**config.mk**
```make
export PLATFORM = sky130hd
export DESIGN_NAME = if_fetch_stage
export DESIGN_NICKNAME = d
export VERILOG_FILES = /design/src/rtl/if_fetch_stage.sv
export SDC_FILE = /design/constraint.sdc
export NUM_CORES = 1
export LEC_CHECK = 0
export ABC_AREA = 1
export CAP_MARGIN = 10
export CORE_AREA = 2 2 98 100
export DETAILED_ROUTE_END_ITERATION = 7
export DIE_AREA = 0 0 100 102
export GPL_TIMING_DRIVEN = 0
export PLACE_DENSITY = 0.81
export SLEW_MARGIN = 30
export SYNTH_ARGS = -nofsm -noshare
export SYNTH_HDL_FRONTEND = slang
export SYNTH_SLANG_ARGS = --single-unit
```
**constraint.sdc**
```tcl
create_clock -name clk -period 3.6 [get_ports clk]
set_input_delay 0.72 -clock clk [delete_from_list [all_inputs] [get_ports clk]]
set_output_delay 0.72 -clock clk [all_outputs]
set_load 0.1 [all_outputs]
```
**src/rtl/if_fetch_stage.sv**
```systemverilog
// Instruction-fetch stage: owns the PC, keeps one request outstanding to
// instruction memory and loads the IF/ID slot, honouring stall and redirect.
module if_fetch_stage #(
    parameter int unsigned              PC_W      = 9,
    parameter int unsigned              INSTR_W   = 32,
    parameter logic [PC_W-1:0]          RESET_PC  = '0,
    parameter logic [INSTR_W-1:0]       NOP_INSTR = 32'h0000_0013
) (
    input  logic                clk,
    input  logic                reset,
    output logic                imem_req_valid,
    input  logic                imem_req_ready,
    output logic [PC_W-1:0]     imem_req_addr,
    input  logic                imem_rsp_valid,
    input  logic [INSTR_W-1:0]  imem_rsp_data,
    input  logic                stall,
    input  logic                redirect_valid,
    input  logic [PC_W-1:0]     redirect_pc,
    output logic [PC_W-1:0]     ifid_curr_pc,
    output logic [INSTR_W-1:0]  ifid_curr_instr,
    output logic                ifid_valid
);

    typedef enum logic [1:0] {
        S_IDLE,
        S_REQ,
        S_WAIT,
        S_HOLD
    } state_t;

    state_t              state;
    logic [PC_W-1:0]     pc;
    logic [PC_W-1:0]     req_pc;
    logic                drop;
    logic [PC_W-1:0]     buf_pc;
    logic [INSTR_W-1:0]  buf_instr;

    logic                handshake;
    logic                deliver_rsp;
    logic                deliver_buf;
    logic [PC_W-1:0]     pc_plus4;
    logic [PC_W-1:0]     redirect_tgt;

    // Request side is decoded from registered state only, so no input
    // reaches imem_req_valid/imem_req_addr combinationally.
    assign imem_req_valid = (state == S_REQ);
    assign imem_req_addr  = pc;

    assign handshake    = imem_req_valid && imem_req_ready;
    assign pc_plus4     = pc + PC_W'(4);
    assign redirect_tgt = {redirect_pc[PC_W-1:2], 2'b00};
    assign deliver_rsp  = (state == S_WAIT) && imem_rsp_valid && !drop;
    assign deliver_buf  = (state == S_HOLD);

    // Fetch control: PC, in-flight bookkeeping and the one-entry hold buffer.
    always_ff @(posedge clk or posedge reset) begin
        if (reset) begin
            state     <= S_IDLE;
            pc        <= RESET_PC;
            req_pc    <= RESET_PC;
            drop      <= 1'b0;
            // NOTE: the buffer is only read in S_HOLD, so its reset just keeps
            // its contents deterministic; occupancy is implied by the state.
            buf_pc    <= '0;
            buf_instr <= NOP_INSTR;
        end else begin
            // NOTE: non-blocking assignments throughout, so every branch below
            // sees the pre-edge values of state, pc and drop.
            case (state)
                S_IDLE: begin
                    state <= S_REQ;
                    if (redirect_valid) pc <= redirect_tgt;
                end

                S_REQ: begin
                    if (handshake) begin
                        req_pc <= pc;
                        drop   <= redirect_valid;
                        state  <= S_WAIT;
                    end
                    if (redirect_valid)  pc <= redirect_tgt;
                    else if (handshake)  pc <= pc_plus4;
                end

                S_WAIT: begin
                    if (redirect_valid) pc <= redirect_tgt;
                    if (imem_rsp_valid) begin
                        drop <= 1'b0;
                        if (!redirect_valid && !drop && stall) begin
                            buf_pc    <= req_pc;
                            buf_instr <= imem_rsp_data;
                            state     <= S_HOLD;
                        end else begin
                            state <= S_REQ;
                        end
                    end else if (redirect_valid) begin
                        drop <= 1'b1;
                    end
                end

                S_HOLD: begin
                    if (redirect_valid) begin
                        pc    <= redirect_tgt;
                        state <= S_REQ;
                    end else if (!stall) begin
                        state <= S_REQ;
                    end
                end

                default: state <= S_IDLE;
            endcase
        end
    end

    // IF/ID slot: redirect > stall > new instruction > bubble.
    always_ff @(posedge clk or posedge reset) begin
        if (reset) begin
            ifid_valid      <= 1'b0;
            ifid_curr_instr <= NOP_INSTR;
            ifid_curr_pc    <= '0;
        end else if (redirect_valid) begin
            ifid_valid      <= 1'b0;
            ifid_curr_instr <= NOP_INSTR;
            ifid_curr_pc    <= '0;
        end else if (stall) begin
            ifid_valid      <= ifid_valid;
            ifid_curr_instr <= ifid_curr_instr;
            ifid_curr_pc    <= ifid_curr_pc;
        end else if (deliver_rsp) begin
            ifid_valid      <= 1'b1;
            ifid_curr_instr <= imem_rsp_data;
            ifid_curr_pc    <= req_pc;
        end else if (deliver_buf) begin
            ifid_valid      <= 1'b1;
            ifid_curr_instr <= buf_instr;
            ifid_curr_pc    <= buf_pc;
        end else begin
            ifid_valid      <= 1'b0;
            ifid_curr_instr <= NOP_INSTR;
        end
    end

endmodule
```
==> impl_metrics.ini <==
[floorplan]
start_util = 0.489
die_w_um = 100
coreArea_mm2 = 0.00911
ioPinCount = 99
rows = 35
die_h_um = 102
design.die.area_mm2 = 0.0102

[placement]
gp_congestion = 0.884
io_buffers = 94
dp_hpwl_mm = 7.67
dpl.cell_count = 731

[cells_and_area]
final_nets = 682
diodes = 0
instances_no_fill = 747
fillers = 793
drive_gt1_frac = 0.0943
area_delta_synth_final_pct = 29.6

[grt]
grt_max_degree = 55
overflow = 0
grt_pass1_wl_mm = 17.9
antenna_found_initial = 0
grt_busiest_layer = met2
grt_use_met2 = 0.364
grt_pass1_vias = 3850
globalRouteMet3Util = 0.0294
met1_usage = 0.294
grt_usage = 0.220

[sta]
setup_viol = 0
slew_violations = 0
rsz0062_at_grt = no
hold_ws_ns = 0.482
clock.fmax_mhz = 333
period_share = 0.834
hold_viol = 0
timing.slew.headroom = 0.306
tightestPinTransition_ns = 1.04
finalCriticalPeriod_ns = 3.00
skew_ns = 0.0152

[setup_path]
crit_path_max_fanout = 6
endpoint_kind = output port
cp-start-kind = register
worstSetupPathType = reg -> out
cp_data_required_time_ns = 2.88
cp_data_arrival_time_ns = 2.28

[hold_path]
hold_class = reg -> reg

[synth]
synth_seq_cells = 97
netlist_area_mm2 = 0.00445
ys_types = 27
yosysSeqAreaShare = 0.547
netlist_instances = 524
yosys_warnings = 0
avgSynthCellArea_um2 = 8.50

[power_and_ir_drop]
powerDensity_mw_per_mm2 = 616
p_leak_nw = 2.68
peakVddDrop_uv = 568

[clocking]
clk_latency_ns = 0.37
clkSinkCount = 97
clk_pin_slew_ns = 0.10
clockBufferDepth = 2
clock-root-buffer = clkbuf_8
cts_setup_buffers = 0
cts_hold_buf = 0
cts_buffers = 9
htree_num_levels = 3
tritoncts = yes
post_cts_resized = 0

[flow_run]
drv_cap = 0

[status]
outcome = finished, final reports clean

[drt]
dr.pass1.iters = 4
post_drt_wl_per_cell_um = 14.4
antenna_left = 0
wl_mm = 10.8
via_count = 3924
drt-initial-drc-count = 185
routed_via_density = 5.25
drcViolationCount = 0
==> layer usage <==
layer	up-vias	wire length, µm
li1	1911	-
met1	1863	4850
met2	140	5160
met3	10	623
met4	0	121
met5	-	0
==> where the power goes <==
| part | internal [mW] | leakage (nW) | total (mW) | switching, mW |
|---|---|---|---|---|
| sequential | 1.34 | 1.28 | 1.49 | 0.150 |
| clock | 0.335 | 0.0999 | 0.749 | 0.414 |
| combinational | 0.379 | 1.29 | 1.32 | 0.938 |
==> logic make-up (layout without fill, tap and decap cells) <==
| group | after synthesis | after routing | synth area share |
|---|---|---|---|
| fa+ha+maj | 4 | 4 | 0.0112 |
| other cells | 1 | 2 | 0.000842 |
| buf+inv | 68 | 179 | 0.0781 |
| flops | 97 | 97 | 0.547 |
| simple gates | 217 | 217 | 0.197 |
| compound gates | 137 | 137 | 0.166 |
==> worst paths after layout <==
path	from	to	slack [ns]	depth (start not counted)
max in group asynchronous	reset	ifid_curr_instr[3]	2.24	3
min in group asynchronous	reset	ifid_curr_instr[17]	0.76	2
setup reg to reg	state[0]	ifid_curr_pc[6]	1.88	8
setup / recovery	state[1]	imem_req_valid	0.60	3
hold reg to reg	buf_instr[23]	buf_instr[23]	0.48	2
hold / removal	buf_instr[23]	buf_instr[23]	0.48	2
==> Yosys cell counts, drive strengths merged <==
cell,n,area [µm²]
nand4,5,31.3
clkbuf,7,26.3
a21oi,32,171
dfstp,6,158
buf,24,183
dfrtp,91,2280
nor3b,1,7.51
o21bai,2,15.0
o211ai,2,15.0
nand2,181,682
inv,37,139
o21ai,98,517
o22ai,2,12.5
ha,4,50.1
nand3,19,108
conb,1,3.75
nor2,11,48.8
a22oi,1,7.51
==> critical path, cell delays in order (launching register included) <==
cell	delay (ns)
dfrtp_1	0.42
inv_1	0.07
ha_1	0.26
clkdlybuf4s50_1	1.18
==> area by class of cell <==
type                    count  area, µm²  share of cell area
plain buffers              31        209              0.0362
clock buffers               9        124              0.0215
clock inverters             7       85.1              0.0147
inverters                  37        144              0.0249
multi-input cells         360       1670               0.290
flip-flops and latches     97       2430               0.422
well taps                 111        139              0.0241
repair buffers             95        961               0.167
==> per-stage QoR <==
step	cell area [µm²]	setup TNS (ns)	total power, mW	utilization	worst slack (ns)
5_1_grt	5770	0	3.76	0.633	0.502
2_1_floorplan	4460	0	2.46	-	0.356
4_1_cts	5770	0	3.56	0.633	0.585
3_5_place_dp	5560	0	2.82	0.610	0.997
3_3_place_gp	5540	-93.24	2.77	0.608	-1.02
6_report	5770	0	3.55	0.633	0.599
==> placed cells by master, fill, tap and decap left out, drive strengths merged, types with 4 or more instances in the layout <==
cell | Yosys | routed
nand4 | 5 | 5
inv | 37 | 40
nand2 | 181 | 181
o21ai | 98 | 98
dfstp | 6 | 6
ha | 4 | 4
dfrtp | 91 | 91
a21oi | 32 | 32
buf | 24 | 25
clkbuf | 7 | 16
nand3 | 19 | 19
clkdlybuf4s50 | 0 | 94
nor2 | 11 | 11
==> registers in the layout (all words and copies together) (netlist names) <==
register,flops
buf_instr,32
ifid_curr_instr,32
buf_pc,7
state,2
ifid_valid,1
ifid_curr_pc,8
drop,1
req_pc,7
imem_req_addr,7
No activity file was read; power rests on OpenSTA's default activity.
